<file path="src/rtl/rst_seq_ctrl.sv">
// Reset sequencer: synchronises board reset and PLL lock, releases domain resets in order,
// and re-asserts them on runtime requests. Optional cause register behind `RST_CAUSE_EN`.
module rst_seq_ctrl #(
  parameter int NUM_DOM     = 3,
  parameter int POR_CYCLES  = 16,
  parameter int STEP_CYCLES = 4,
  parameter int HOLD_CYCLES = 8,
  parameter int CNT_W       = 8
) (
  input  logic               clk,
  input  logic               arst_n_i,
  input  logic               pll_lock_i,
  input  logic               sw_rst_i,
  input  logic               wdt_rst_i,
  output logic [NUM_DOM-1:0] rst_o,
  output logic               rst_done_o
`ifdef RST_CAUSE_EN
  ,
  output logic [1:0]         rst_cause_o
`endif
);

  localparam int IDX_W = (NUM_DOM > 1) ? $clog2(NUM_DOM) : 1;

  localparam logic [1:0] CAUSE_LOCK = 2'b00;
  localparam logic [1:0] CAUSE_POR  = 2'b01;
  localparam logic [1:0] CAUSE_SW   = 2'b10;
  localparam logic [1:0] CAUSE_WDT  = 2'b11;

  typedef enum logic [2:0] {
    S_RST, S_LOCK, S_POR, S_REL, S_RUN, S_HOLD
  } state_t;

  state_t             state_q, state_d;
  logic [CNT_W-1:0]   cnt_q, cnt_d;
  logic [IDX_W-1:0]   idx_q, idx_d;
  logic [NUM_DOM-1:0] rst_q, rst_d;
  logic               done_q, done_d;
  logic [1:0]         rsync_q;
  logic [1:0]         lsync_q;
  logic               int_rst;
  logic               lock_sync;
  logic               enter_hold;
  logic               cause_sw;

  assign int_rst   = rsync_q[1];
  assign lock_sync = lsync_q[1];

  // Reset-release and lock synchronisers
  always_ff @(posedge clk or negedge arst_n_i) begin
    if (!arst_n_i) begin
      rsync_q <= 2'b11;
      lsync_q <= 2'b00;
    end else begin
      rsync_q <= {rsync_q[0], 1'b0};
      lsync_q <= {lsync_q[0], pll_lock_i};
    end
  end

  always_ff @(posedge clk or negedge arst_n_i) begin
    if (!arst_n_i) begin
      state_q <= S_RST;
      cnt_q   <= '0;
      idx_q   <= '0;
      rst_q   <= '1;
      done_q  <= 1'b0;
    end else begin
      state_q <= state_d;
      cnt_q   <= cnt_d;
      idx_q   <= idx_d;
      rst_q   <= rst_d;
      done_q  <= done_d;
    end
  end

  always_comb begin
    state_d    = state_q;
    cnt_d      = cnt_q;
    idx_d      = idx_q;
    rst_d      = rst_q;
    done_d     = done_q;
    enter_hold = 1'b0;
    cause_sw   = 1'b0;
    case (state_q)
      S_RST: begin
        if (!int_rst) state_d = S_LOCK;
      end
      S_LOCK: begin
        if (lock_sync) begin
          state_d = S_POR;
          cnt_d   = '0;
        end
      end
      S_POR: begin
        if (wdt_rst_i || !lock_sync) begin
          enter_hold = 1'b1;
        end else if (cnt_q == CNT_W'(POR_CYCLES - 1)) begin
          state_d = S_REL;
          cnt_d   = '0;
          idx_d   = '0;
        end else begin
          cnt_d = cnt_q + CNT_W'(1);
        end
      end
      S_REL: begin
        if (wdt_rst_i || !lock_sync) begin
          enter_hold = 1'b1;
        end else if (cnt_q == CNT_W'(STEP_CYCLES - 1)) begin
          rst_d[idx_q] = 1'b0;
          if (idx_q == IDX_W'(NUM_DOM - 1)) begin
            state_d = S_RUN;
            done_d  = 1'b1;
          end else begin
            idx_d = idx_q + IDX_W'(1);
            cnt_d = '0;
          end
        end else begin
          cnt_d = cnt_q + CNT_W'(1);
        end
      end
      S_RUN: begin
        if (wdt_rst_i || sw_rst_i || !lock_sync) begin
          enter_hold = 1'b1;
          cause_sw   = sw_rst_i;
        end
      end
      S_HOLD: begin
        // Counter saturates so a long watchdog hold cannot wrap it
        if (cnt_q >= CNT_W'(HOLD_CYCLES - 1)) begin
          if (!wdt_rst_i) begin
            state_d = S_LOCK;
            cnt_d   = '0;
          end
        end else begin
          cnt_d = cnt_q + CNT_W'(1);
        end
      end
      default: state_d = S_RST;
    endcase
    if (enter_hold) begin
      state_d = S_HOLD;
      cnt_d   = '0;
      idx_d   = '0;
      rst_d   = '1;
      done_d  = 1'b0;
    end
  end

`ifdef RST_CAUSE_EN
  logic [1:0] cause_q, cause_d;

  always_comb begin
    cause_d = cause_q;
    if (enter_hold) begin
      if (wdt_rst_i)     cause_d = CAUSE_WDT;
      else if (cause_sw) cause_d = CAUSE_SW;
      else               cause_d = CAUSE_LOCK;
    end
  end

  always_ff @(posedge clk or negedge arst_n_i) begin
    if (!arst_n_i) cause_q <= CAUSE_POR;
    else           cause_q <= cause_d;
  end

  assign rst_cause_o = cause_q;
`endif

  assign rst_o      = rst_q;
  assign rst_done_o = done_q;

endmodule
</file>
<file path="config.mk">
export PLATFORM = sky130hd
export DESIGN_NAME = rst_seq_ctrl
export DESIGN_NICKNAME = d
export VERILOG_FILES = /design/src/rtl/rst_seq_ctrl.sv
export SDC_FILE = /design/constraint.sdc
export NUM_CORES = 1
export LEC_CHECK = 0
export BUFFER_PORTS_ARGS = -buffer_cell sky130_fd_sc_hd__buf_2
export CAP_MARGIN = 25
export CORE_MARGIN = 2
export CORE_UTILIZATION = 40
export CTS_CLUSTER_SIZE = 12
export DETAILED_ROUTE_END_ITERATION = 10
export SKIP_LAST_GASP = 1
export SLEW_MARGIN = 25
export SYNTH_ARGS = -nofsm -noshare
export SYNTH_HDL_FRONTEND = slang
export SYNTH_SLANG_ARGS = --single-unit
</file>
<file path="constraint.sdc">
create_clock -name clk -period 1.9 [get_ports clk]
set_input_delay 0.285 -clock clk [delete_from_list [all_inputs] [get_ports clk]]
set_output_delay 0.285 -clock clk [all_outputs]
set_load 0.01 [all_outputs]
</file>
==> flow_results.xml, run 1 <==
<?xml version="1.0" encoding="UTF-8"?>
<metrics>
  <group name="status">
    <metric name="status" unit="">complete, no violations</metric>
  </group>
  <group name="global_route">
    <metric name="grt_start_max_net_pins" unit="">22</metric>
    <metric name="grt.overflow.total" unit="">0</metric>
    <metric name="grt_first_pass_wirelength" unit="µm">4360</metric>
    <metric name="grt_pass1_vias" unit="">984</metric>
    <metric name="track_usage" unit="">0.157</metric>
    <metric name="antenna_found_initial" unit="">0</metric>
  </group>
  <group name="job">
    <metric name="maxCapViolCount" unit="">0</metric>
  </group>
  <group name="floorplanning">
    <metric name="fp.coreArea" unit="µm²">3050</metric>
    <metric name="die_outline_area" unit="µm²">3700</metric>
    <metric name="die_h" unit="µm">60.8</metric>
    <metric name="floorplan.io_pins" unit="">9</metric>
    <metric name="initial_utilization" unit="">0.423</metric>
    <metric name="rows" unit="">20</metric>
    <metric name="fp.dieW" unit="µm">60.8</metric>
  </group>
  <group name="power">
    <metric name="vdd.ir_drop.worst" unit="mV">0.608</metric>
    <metric name="p_leak" unit="nW">0.671</metric>
    <metric name="power.density" unit="nW/µm²">1090</metric>
  </group>
  <group name="setup_path">
    <metric name="path_max_fanout" unit="">6</metric>
    <metric name="critPathLaunchType" unit="">register</metric>
    <metric name="setup.reg_to_reg.worst_slack" unit="ps">20</metric>
    <metric name="crit_chain" unit="">nor4_4 -&gt; a21oi_2 -&gt; o32ai_4 -&gt; a21bo_4 -&gt; a221o_1</metric>
    <metric name="critical_path.endpoint_type" unit="">register</metric>
    <metric name="critical_path_class" unit="">reg2reg</metric>
    <metric name="critical_path_s_slowest_cell" unit="">sky130_fd_sc_hd__dfrtp_1</metric>
    <metric name="critPathRequiredTime" unit="ps">2090</metric>
    <metric name="critical_path.max_stage_delay" unit="ps">430</metric>
    <metric name="critPathArrivalTime" unit="ps">2070</metric>
  </group>
  <group name="finish">
    <metric name="multiInputGateArea" unit="µm²">688</metric>
    <metric name="design.final.nets" unit="">160</metric>
    <metric name="layout_fillers" unit="">314</metric>
    <metric name="antenna-diode-count" unit="">0</metric>
    <metric name="final_core_util" unit="">0.499</metric>
    <metric name="area_overhead_vs_synth" unit="%">18.1</metric>
    <metric name="ff_latch_area" unit="µm²">532</metric>
    <metric name="final_layout_size_suffix_gt1_frac" unit="">0.340</metric>
  </group>
  <group name="synthesis">
    <metric name="ys_types" unit="">51</metric>
    <metric name="share_of_synthesized_area_occupied_by_flip_flops_and_latches" unit="">0.412</metric>
    <metric name="synthesis.nets" unit="">132</metric>
    <metric name="post_synth_inst_count" unit="">123</metric>
    <metric name="post_synth.cell_area_avg" unit="µm²">10.5</metric>
    <metric name="synth.cell_area" unit="µm²">1290</metric>
    <metric name="synth-seq-cells" unit="">21</metric>
    <metric name="dominant_synthesized_flop_cell" unit="">sky130_fd_sc_hd__dfrtp_1</metric>
    <metric name="yosys_warnings" unit="">0</metric>
    <metric name="async_sr_flop_fraction" unit="">1.00</metric>
    <metric name="synth_enable_flop_cells" unit="">0</metric>
  </group>
  <group name="timing">
    <metric name="layout_min_cycle_time" unit="ps">1880</metric>
    <metric name="finalSetupViolations" unit="">0</metric>
    <metric name="unrepaired_setup_endpoints_after_global_routing" unit="">yes</metric>
    <metric name="worst_clock_skew" unit="ps">10.1</metric>
    <metric name="hold_viol" unit="">0</metric>
    <metric name="maxSlewViolCount" unit="">0</metric>
    <metric name="clock.fmax" unit="MHz">531</metric>
    <metric name="period_share" unit="">0.992</metric>
    <metric name="fin_tns_setup" unit="ps">0</metric>
  </group>
  <group name="clocking">
    <metric name="clkTransAtPathRegs" unit="ps">110</metric>
    <metric name="tritoncts_num_sinks" unit="">21</metric>
    <metric name="worst_case_clock_buffer_depth" unit="">2</metric>
    <metric name="tritoncts_clock_tree" unit="">built</metric>
    <metric name="cts-htree-levels" unit="">1</metric>
    <metric name="tritoncts.num_buffers" unit="">3</metric>
    <metric name="clk_root_buffer_cell" unit="">sky130_fd_sc_hd__clkbuf_4</metric>
    <metric name="worstSkewPairLatency" unit="ps">300</metric>
  </group>
  <group name="routing">
    <metric name="routed_via_density" unit="">5.25</metric>
    <metric name="detailroute.via_count" unit="">1018</metric>
    <metric name="route.detailed.wl_per_inst" unit="µm">12.9</metric>
    <metric name="ant_nets" unit="">0</metric>
    <metric name="initial_drt_markers" unit="">22</metric>
    <metric name="wirelength" unit="µm">2510</metric>
    <metric name="remaining_drc_errors" unit="">0</metric>
    <metric name="firstDrtPassIters" unit="">4</metric>
  </group>
  <group name="placed_design">
    <metric name="port_buffers" unit="">8</metric>
    <metric name="globalplace.congestion" unit="">0.811</metric>
    <metric name="post_dp_hpwl" unit="µm">1870</metric>
  </group>
  <group name="worst_hold_path">
    <metric name="holdCritPathClass" unit="">in2reg</metric>
  </group>
</metrics>
## worst paths after layout
kind,cells past startpoint,end,start
min in group asynchronous,2,state_q[0],arst_n_i
max,5,cnt_q[6],cnt_q[4]
min,1,lsync_q[0],pll_lock_i
max in group asynchronous,2,rsync_q[1],arst_n_i
min reg2reg,0,lsync_q[1],lsync_q[0]
max reg2reg,5,cnt_q[6],cnt_q[4]
## synthesized netlist by cell type (4+ instances only)
library cell               number  area, µm²
sky130_fd_sc_hd__dfrtp_1       16        400
sky130_fd_sc_hd__a21oi_1        8       40.0
sky130_fd_sc_hd__inv_1          7       26.3
sky130_fd_sc_hd__nand2_1        6       22.5
sky130_fd_sc_hd__nor2_1         6       22.5
sky130_fd_sc_hd__dfstp_2        5        131
sky130_fd_sc_hd__ha_1           4       50.1
sky130_fd_sc_hd__nand2b_1       4       25.0
sky130_fd_sc_hd__nor2b_1        4       25.0
sky130_fd_sc_hd__nor3b_1        4       30.0
sky130_fd_sc_hd__o21ai_1        4       20.0
## critical path, delay by kind of cell, from the launching register on
| family | cells | cell delay (ps) |
|---|---|---|
| AO/OA/AOI/OAI | 4 | 1020 |
| flip-flops | 1 | 430 |
| AND/OR/NAND/NOR | 1 | 330 |
## layout by cell type (no fill, tap or decap), types with 2 or more instances in the layout
cell type                  count
sky130_fd_sc_hd__a21oi_1       7
sky130_fd_sc_hd__a221o_1       3
sky130_fd_sc_hd__a31oi_1       2
sky130_fd_sc_hd__buf_4        18
sky130_fd_sc_hd__nand2_1       6
sky130_fd_sc_hd__a21o_1        3
sky130_fd_sc_hd__nand3_1       3
sky130_fd_sc_hd__o21ai_0       3
sky130_fd_sc_hd__buf_2         8
sky130_fd_sc_hd__or2_1         2
sky130_fd_sc_hd__clkbuf_4      3
sky130_fd_sc_hd__nand2b_1      4
sky130_fd_sc_hd__nand3b_1      2
sky130_fd_sc_hd__dfstp_2       5
sky130_fd_sc_hd__inv_1         7
sky130_fd_sc_hd__o21ai_1       4
sky130_fd_sc_hd__nor2_1        6
sky130_fd_sc_hd__and3_1        2
sky130_fd_sc_hd__nor3b_1       4
sky130_fd_sc_hd__nor2b_1       4
sky130_fd_sc_hd__ha_1          3
sky130_fd_sc_hd__and3_2        3
sky130_fd_sc_hd__a21oi_2       2
sky130_fd_sc_hd__dfrtp_1      16
## logic make-up (layout without fill, tap and decap cells)
family | count (synthesis) | in the layout | synth area share
other cells | 1 | 1 | 0.00291
fa+ha+maj | 4 | 4 | 0.0388
simple gates | 44 | 44 | 0.222
flops | 21 | 21 | 0.412
mux | 2 | 2 | 0.0165
buf+inv | 12 | 39 | 0.0718
compound gates | 39 | 39 | 0.236
## through the flow
step	hold WS [ps]	std cells	cell area, µm²	setup WS (ps)	power [mW]
after floorplan	-10.6	123	1300	19.5	1.23
after global placement	267	185	1440	-13.6	1.37
after detailed placement	274	185	1440	-52.6	1.38
after CTS	69.4	192	1500	1.75	1.65
after global routing	65.0	194	1520	-79.0	1.81
final	85.7	194	1520	15.4	1.66
## report_power, final
part	internal, mW	leakage, nW	switching, mW
Combinational	0.416	0.392	0.406
Clock	0.0818	0.0150	0.132
Sequential	0.522	0.264	0.105
## layout make-up
class / count / area share
Timing Repair Buffer: 28 / 0.129
Multi-Input combinational cell: 90 / 0.452
Tap cell: 44 / 0.0361
Clock buffer: 4 / 0.0172
Sequential cell: 21 / 0.349
Inverter: 7 / 0.0172
## per-layer routing
metal / routed length, µm / track usage / vias to the layer above
met1: 1160 / 0.208 / 496
met3: 74 / 0.0384 / 2
li1: - / - / 507
met2: 1260 / 0.260 / 13
met4: 20 / 0.0373 / 0
met5: 0 / 0 / -
## registers in the layout, indices dropped and copies added (netlist names)
name and count:
state_q 3, cnt_q 8, rsync_q 2, rst_done_o 1, rst_o 3, idx_q 2
lsync_q 2
## repair_timing
action	in CTS	in global routing
buffers inserted	2	2
cloned	0	0
pin swaps	0	11
setup endpoints to repair	5	6
gates resized for setup	1	2
hold endpoints to repair	16	0
hold buffers	1	0
No activity file was read; power rests on OpenSTA's default activity.
==> run 2, diff against run 1 <==
--- a/config.mk
+++ b/config.mk
@@ -7,10 +7,10 @@
 export LEC_CHECK = 0
 export BUFFER_PORTS_ARGS = -buffer_cell sky130_fd_sc_hd__buf_2
 export CAP_MARGIN = 25
-export CORE_MARGIN = 2
 export CORE_UTILIZATION = 40
 export CTS_CLUSTER_SIZE = 12
 export DETAILED_ROUTE_END_ITERATION = 10
+export GPL_TIMING_DRIVEN = 0
 export SKIP_LAST_GASP = 1
 export SLEW_MARGIN = 25
 export SYNTH_ARGS = -nofsm -noshare
==> flow_results.xml, run 2 (synthesis gave the netlist of run 1 again) <==
<?xml version="1.0" encoding="UTF-8"?>
<metrics>
  <group name="status">
    <metric name="status" unit="">finished, violations left</metric>
    <metric name="violations" unit="">setup timing</metric>
  </group>
  <group name="setup_path">
    <metric name="critPathRequiredTime" unit="ps">2120</metric>
    <metric name="critPathLaunchType" unit="">register</metric>
    <metric name="path_max_fanout" unit="">6</metric>
    <metric name="critical_path.endpoint_type" unit="">register</metric>
    <metric name="critPathArrivalTime" unit="ps">2160</metric>
    <metric name="critical_path_class" unit="">reg2reg</metric>
  </group>
  <group name="clocking">
    <metric name="worst_case_clock_buffer_depth" unit="">2</metric>
    <metric name="tritoncts_num_sinks" unit="">21</metric>
    <metric name="tritoncts.num_buffers" unit="">3</metric>
    <metric name="worstSkewPairLatency" unit="ps">320</metric>
    <metric name="cts-htree-levels" unit="">1</metric>
    <metric name="tritoncts_clock_tree" unit="">built</metric>
    <metric name="clkTransAtPathRegs" unit="ps">130</metric>
    <metric name="clk_root_buffer_cell" unit="">sky130_fd_sc_hd__clkbuf_4</metric>
  </group>
  <group name="floorplanning">
    <metric name="floorplan.io_pins" unit="">9</metric>
    <metric name="initial_utilization" unit="">0.423</metric>
    <metric name="rows" unit="">20</metric>
    <metric name="die_h" unit="µm">58.8</metric>
    <metric name="fp.dieW" unit="µm">58.8</metric>
    <metric name="fp.coreArea" unit="µm²">3050</metric>
    <metric name="die_outline_area" unit="µm²">3460</metric>
  </group>
  <group name="finish">
    <metric name="flip_flop_count_of_the_largest_register_all_copies_and_words_added" unit="">8</metric>
    <metric name="area_overhead_vs_synth" unit="%">16.1</metric>
    <metric name="layout_fillers" unit="">295</metric>
    <metric name="most-common-layout-cells" unit="">sky130_fd_sc_hd__dfrtp_1, sky130_fd_sc_hd__buf_2, sky130_fd_sc_hd__inv_1, sky130_fd_sc_hd__a21oi_1</metric>
    <metric name="design.final.nets" unit="">151</metric>
    <metric name="final_core_util" unit="">0.491</metric>
    <metric name="final_layout_size_suffix_gt1_frac" unit="">0.319</metric>
    <metric name="largest_register" unit="">cnt_q</metric>
    <metric name="antenna-diode-count" unit="">0</metric>
    <metric name="postLayoutCellArea" unit="µm²">1500</metric>
    <metric name="multiInputGateArea" unit="µm²">702</metric>
    <metric name="layout_commonest_cell" unit="">sky130_fd_sc_hd__dfrtp_1</metric>
    <metric name="ff_latch_area" unit="µm²">533</metric>
  </group>
  <group name="timing">
    <metric name="maxSlewViolCount" unit="">0</metric>
    <metric name="worst_clock_skew" unit="ps">6.31</metric>
    <metric name="worst_pin_slew" unit="ps">507</metric>
    <metric name="setup_slack" unit="ps">-45.3</metric>
    <metric name="worst_slew_margin_rel" unit="">0.662</metric>
    <metric name="finalSetupViolations" unit="">3</metric>
    <metric name="hold_viol" unit="">0</metric>
    <metric name="unrepaired_setup_endpoints_after_global_routing" unit="">yes</metric>
    <metric name="clock.fmax" unit="MHz">514</metric>
    <metric name="layout_min_cycle_time" unit="ps">1950</metric>
    <metric name="period_share" unit="">1.02</metric>
  </group>
  <group name="power">
    <metric name="p_leak" unit="nW">0.649</metric>
    <metric name="switching_share" unit="">0.398</metric>
    <metric name="total_power" unit="mW">1.67</metric>
    <metric name="p_clk_frac" unit="">0.137</metric>
    <metric name="sequential_share_of_power" unit="">0.359</metric>
    <metric name="power.density" unit="nW/µm²">1120</metric>
    <metric name="vdd.ir_drop.worst" unit="mV">0.385</metric>
    <metric name="power.net_switching" unit="mW">0.666</metric>
    <metric name="p_int" unit="mW">1.01</metric>
    <metric name="pwr-share-comb" unit="">0.504</metric>
  </group>
  <group name="placed_design">
    <metric name="post_dp_hpwl" unit="µm">1680</metric>
    <metric name="globalplace.congestion" unit="">0.865</metric>
    <metric name="port_buffers" unit="">8</metric>
    <metric name="place_ws" unit="ps">-172</metric>
    <metric name="placed_cell_area" unit="µm²">1390</metric>
  </group>
  <group name="routing">
    <metric name="initial_drt_markers" unit="">45</metric>
    <metric name="wirelength" unit="µm">2490</metric>
    <metric name="route.detailed.wl_per_inst" unit="µm">13.4</metric>
    <metric name="routed_via_density" unit="">5.21</metric>
    <metric name="remaining_drc_errors" unit="">0</metric>
    <metric name="ant_nets" unit="">0</metric>
    <metric name="firstDrtPassIters" unit="">4</metric>
    <metric name="detailroute.via_count" unit="">964</metric>
  </group>
  <group name="global_route">
    <metric name="grt_first_pass_wirelength" unit="µm">4130</metric>
    <metric name="grt_pass1_vias" unit="">902</metric>
    <metric name="antenna_found_initial" unit="">0</metric>
    <metric name="track_usage" unit="">0.159</metric>
    <metric name="grt.overflow.total" unit="">0</metric>
    <metric name="grt_start_max_net_pins" unit="">22</metric>
  </group>
  <group name="job">
    <metric name="maxCapViolCount" unit="">0</metric>
  </group>
  <group name="worst_hold_path">
    <metric name="holdCritPathClass" unit="">in2reg</metric>
  </group>
</metrics>
==> run 2: worst paths after layout <==
path | slack [ps] | end | cells after the start | startpoint
setup / recovery | -50 | cnt_q[5] | 5 | cnt_q[4]
setup reg to reg | -50 | cnt_q[5] | 5 | cnt_q[4]
hold / removal | 60 | lsync_q[0] | 1 | pll_lock_i
hold reg to reg | 360 | rsync_q[1] | 0 | rsync_q[0]
max in group asynchronous | 1110 | rsync_q[0] | 2 | arst_n_i
min in group asynchronous | 430 | idx_q[0] | 2 | arst_n_i
==> run 2: per-layer routing <==
layer  track usage  wire, µm
met5             0         0
met3        0.0264        59
met4        0.0782        38
met1         0.217      1230
met2         0.244      1150
==> run 2: repair_timing <==
action	CTS	global route
hold buffers	1	0
pin swaps	7	4
setup buffers	5	0
gates resized for setup	2	3
setup endpoints to repair	8	11
endpoints found under the hold margin	16	0
==> run 2: layout make-up <==
| cell class | count | area share |
|---|---|---|
| clock inverter | 1 | 0.00334 |
| tap | 44 | 0.0368 |
| clock buffer | 3 | 0.0150 |
| buffer | 5 | 0.0443 |
| inverter | 7 | 0.0175 |
| sequential | 21 | 0.356 |
| timing repair buffer | 14 | 0.0585 |
| multi-input combinational | 90 | 0.469 |
==> run 2: worst max-delay path: stages (launching register included) <==
cell and delay (ps):
sky130_fd_sc_hd__dfrtp_2 440, sky130_fd_sc_hd__nor4_4 390, sky130_fd_sc_hd__a21oi_2 120, sky130_fd_sc_hd__o32ai_4 290
sky130_fd_sc_hd__a21bo_4 290, sky130_fd_sc_hd__a221o_1 320
==> run 2: power by group through the flow <==
| stage | sequential (mW) | combinational [mW] | clock, mW |
|---|---|---|---|
| final | 0.600 | 0.844 | 0.229 |
| after global routing | 0.608 | 0.936 | 0.255 |
| after CTS | 0.596 | 0.826 | 0.236 |
| after detailed placement | 0.606 | 0.781 | 0 |
| after global placement | 0.600 | 0.766 | 0 |
| after floorplan | 0.584 | 0.645 | 0 |
==> run 2: metrics by stage <==
| step | instances | hold slack, ps | TNS, ps |
|---|---|---|---|
| after floorplan | 123 | -10.6 | 0 |
| after CTS | 185 | 59.8 | -223 |
| after global placement | 175 | 264 | -577 |
| after global routing | 185 | 54.2 | -602 |
| final | 185 | 64.8 | -113 |
| after detailed placement | 175 | 274 | -688 |
==> run 3, diff against run 2 <==
--- a/config.mk
+++ b/config.mk
@@ -7,10 +7,11 @@
 export LEC_CHECK = 0
 export BUFFER_PORTS_ARGS = -buffer_cell sky130_fd_sc_hd__buf_2
 export CAP_MARGIN = 25
-export CORE_UTILIZATION = 40
+export CORE_UTILIZATION = 35
 export CTS_CLUSTER_SIZE = 12
 export DETAILED_ROUTE_END_ITERATION = 10
 export GPL_TIMING_DRIVEN = 0
+export SETUP_SLACK_MARGIN = 0.2
 export SKIP_LAST_GASP = 1
 export SLEW_MARGIN = 25
 export SYNTH_ARGS = -nofsm -noshare
==> flow_results.xml, run 3 (synthesis gave the netlist of run 1 again) <==
<?xml version="1.0" encoding="UTF-8"?>
<metrics>
  <group name="status">
    <metric name="violations" unit="">setup timing</metric>
    <metric name="status" unit="">finished, violations left</metric>
  </group>
  <group name="finish">
    <metric name="final-instance-count-excl-fill" unit="">194</metric>
    <metric name="area_overhead_vs_synth" unit="%">23.0</metric>
    <metric name="most-common-layout-cells" unit="">sky130_fd_sc_hd__dfrtp_1, sky130_fd_sc_hd__buf_4, sky130_fd_sc_hd__buf_2</metric>
    <metric name="antenna-diode-count" unit="">0</metric>
    <metric name="layout_commonest_cell" unit="">sky130_fd_sc_hd__dfrtp_1</metric>
    <metric name="layout_fillers" unit="">327</metric>
    <metric name="flip_flop_count_of_the_largest_register_all_copies_and_words_added" unit="">8</metric>
    <metric name="largest_register" unit="">cnt_q</metric>
    <metric name="final_layout_size_suffix_gt1_frac" unit="">0.372</metric>
    <metric name="design.final.nets" unit="">158</metric>
  </group>
  <group name="routing">
    <metric name="detailroute.via_count" unit="">1013</metric>
    <metric name="route.detailed.wl_per_inst" unit="µm">13.6</metric>
    <metric name="initial_drt_markers" unit="">28</metric>
    <metric name="routed_via_density" unit="">5.22</metric>
    <metric name="firstDrtPassIters" unit="">4</metric>
    <metric name="wirelength" unit="µm">2630</metric>
    <metric name="remaining_drc_errors" unit="">0</metric>
    <metric name="ant_nets" unit="">0</metric>
  </group>
  <group name="setup_path">
    <metric name="r2r-end" unit="">cnt_q[5]</metric>
    <metric name="critical_path_s_slowest_cell" unit="">sky130_fd_sc_hd__dfrtp_2</metric>
    <metric name="setup.reg_to_reg.worst_slack" unit="ps">-40</metric>
    <metric name="critPathRequiredTime" unit="ps">2040</metric>
    <metric name="reg2reg_from" unit="">cnt_q[4]</metric>
    <metric name="critPathArrivalTime" unit="ps">2090</metric>
    <metric name="reg2reg_depth" unit="">5</metric>
    <metric name="critical_path.endpoint_type" unit="">register</metric>
    <metric name="crit_chain" unit="">nor4_4 -&gt; a21oi_2 -&gt; o32ai_4 -&gt; a21bo_4 -&gt; a221o_1</metric>
    <metric name="critPathLaunchType" unit="">register</metric>
    <metric name="path_max_fanout" unit="">6</metric>
    <metric name="critical_path.max_stage_delay" unit="ps">430</metric>
    <metric name="crit_cells" unit="">5</metric>
    <metric name="critical_path_class" unit="">reg2reg</metric>
    <metric name="cpLargestDelayFamily" unit="">compound AO/OA/AOI/OAI gates</metric>
    <metric name="cp.buffers_inverters" unit="">0</metric>
  </group>
  <group name="floorplanning">
    <metric name="rows" unit="">21</metric>
    <metric name="die_outline_area" unit="µm²">3930</metric>
    <metric name="die_h" unit="µm">62.7</metric>
    <metric name="initial_utilization" unit="">0.375</metric>
    <metric name="fp.coreArea" unit="µm²">3440</metric>
    <metric name="floorplan.io_pins" unit="">9</metric>
    <metric name="fp.dieW" unit="µm">62.7</metric>
  </group>
  <group name="job">
    <metric name="maxCapViolCount" unit="">0</metric>
  </group>
  <group name="placed_design">
    <metric name="port_buffers" unit="">8</metric>
    <metric name="post_dp_hpwl" unit="µm">1740</metric>
    <metric name="place_ws" unit="ps">-119</metric>
    <metric name="dp.cells" unit="">177</metric>
    <metric name="globalplace.congestion" unit="">0.754</metric>
  </group>
  <group name="global_route">
    <metric name="antenna_found_initial" unit="">0</metric>
    <metric name="grt_first_pass_wirelength" unit="µm">4700</metric>
    <metric name="grt.overflow.total" unit="">0</metric>
    <metric name="grt_start_max_net_pins" unit="">22</metric>
    <metric name="grt_pass1_vias" unit="">999</metric>
    <metric name="track_usage" unit="">0.154</metric>
  </group>
  <group name="worst_hold_path">
    <metric name="holdCritPathClass" unit="">in2reg</metric>
    <metric name="hold_path_startpoint" unit="">pll_lock_i</metric>
    <metric name="worstHoldEndpoint" unit="">lsync_q[0]</metric>
    <metric name="holdPathStages" unit="">1</metric>
  </group>
  <group name="clocking">
    <metric name="worstSkewPairLatency" unit="ps">260</metric>
    <metric name="tritoncts.num_buffers" unit="">3</metric>
    <metric name="worst_case_clock_buffer_depth" unit="">2</metric>
    <metric name="clkTransAtPathRegs" unit="ps">80</metric>
    <metric name="tritoncts_num_sinks" unit="">21</metric>
    <metric name="cts-htree-levels" unit="">1</metric>
    <metric name="tritoncts_clock_tree" unit="">built</metric>
    <metric name="clk_root_buffer_cell" unit="">sky130_fd_sc_hd__clkbuf_8</metric>
  </group>
  <group name="timing">
    <metric name="worst_clock_skew" unit="ps">9.46</metric>
    <metric name="finalSetupViolations" unit="">4</metric>
    <metric name="unrepaired_setup_endpoints_after_global_routing" unit="">yes</metric>
    <metric name="layout_min_cycle_time" unit="ps">1940</metric>
    <metric name="setup_slack" unit="ps">-44.3</metric>
    <metric name="hold_viol" unit="">0</metric>
    <metric name="period_share" unit="">1.02</metric>
    <metric name="maxSlewViolCount" unit="">0</metric>
    <metric name="clock.fmax" unit="MHz">514</metric>
  </group>
  <group name="power">
    <metric name="vdd.ir_drop.worst" unit="mV">0.497</metric>
    <metric name="p_leak" unit="nW">0.676</metric>
    <metric name="power.density" unit="nW/µm²">1140</metric>
  </group>
</metrics>
## run 3: changes by cell type in the layout (fill, tap and decap cells not counted), moves of 2 or more
cell	change
sky130_fd_sc_hd__buf_4	+6
sky130_fd_sc_hd__clkbuf_4	-3
sky130_fd_sc_hd__clkbuf_8	+3
sky130_fd_sc_hd__dfrtp_1	-2
sky130_fd_sc_hd__dfrtp_2	+2
## run 3: area by class of cell
| class | instances | area [µm²] | share of cell area |
|---|---|---|---|
| Buffer | 5 | 66.3 | 0.0418 |
| Clock buffer | 4 | 45.0 | 0.0284 |
| Inverter | 7 | 26.3 | 0.0166 |
| Multi-Input combinational cell | 90 | 718 | 0.453 |
| Sequential cell | 21 | 536 | 0.338 |
| Tap cell | 46 | 57.6 | 0.0363 |
| Timing Repair Buffer | 21 | 138 | 0.0868 |
## run 3: worst max-delay path by stage
stage                   from  endpoint  slack (ps)
floorplan           cnt_q[5]  cnt_q[5]          30
detailed placement  cnt_q[5]  cnt_q[6]        -120
CTS                 cnt_q[7]  cnt_q[5]         -30
global route        cnt_q[4]  cnt_q[2]        -110
finish              cnt_q[4]  cnt_q[5]         -40
global placement    cnt_q[5]  cnt_q[5]        -130
## run 3: per-layer routing
layer  wire length (µm)  GRT usage  vias to the layer above
met2               1280      0.255                       17
met5                  0          0                        -
li1                   -          -                      500
met3                 76     0.0328                        4
met4                 24     0.0436                        0
met1               1250      0.200                      492
## run 3: metrics by stage
step | TNS (ps) | hold WS, ps | instance area (µm²) | utilization | total power, mW
after CTS | -104 | 124 | 1530 | 0.445 | 1.78
after global routing | -742 | 127 | 1590 | 0.461 | 1.95
after detailed placement | -511 | 270 | 1390 | 0.405 | 1.39
after global placement | -522 | 264 | 1390 | 0.405 | 1.36
final | -133 | 131 | 1590 | 0.461 | 1.81
after floorplan | 0 | -10.6 | 1300 | - | 1.23
## run 3: worst reg2reg max path: cells and delay by family (launching register included)
| kind | cells | cell delay [ps] |
|---|---|---|
| and+or+nand+nor | 1 | 380 |
| DFF | 1 | 430 |
| AOI/OAI and AO/OA | 4 | 1010 |
## run 3: power by group
part | switching (mW) | internal (mW) | total (mW)
clock | 0.146 | 0.150 | 0.295
combinational | 0.458 | 0.447 | 0.905
sequential | 0.0790 | 0.527 | 0.606
total | 0.682 | 1.12 | 1.81
## run 3: repair_timing
item / 4_1_cts / 5_1_grt
hold buffers: 1 / 0
endpoints found under the setup margin: 15 / 17
gates resized for setup: 3 / 8
endpoints found under the hold margin: 16 / 0
buffers inserted: 8 / 3
pin swaps: 11 / 12
gates cloned: 1 / 0
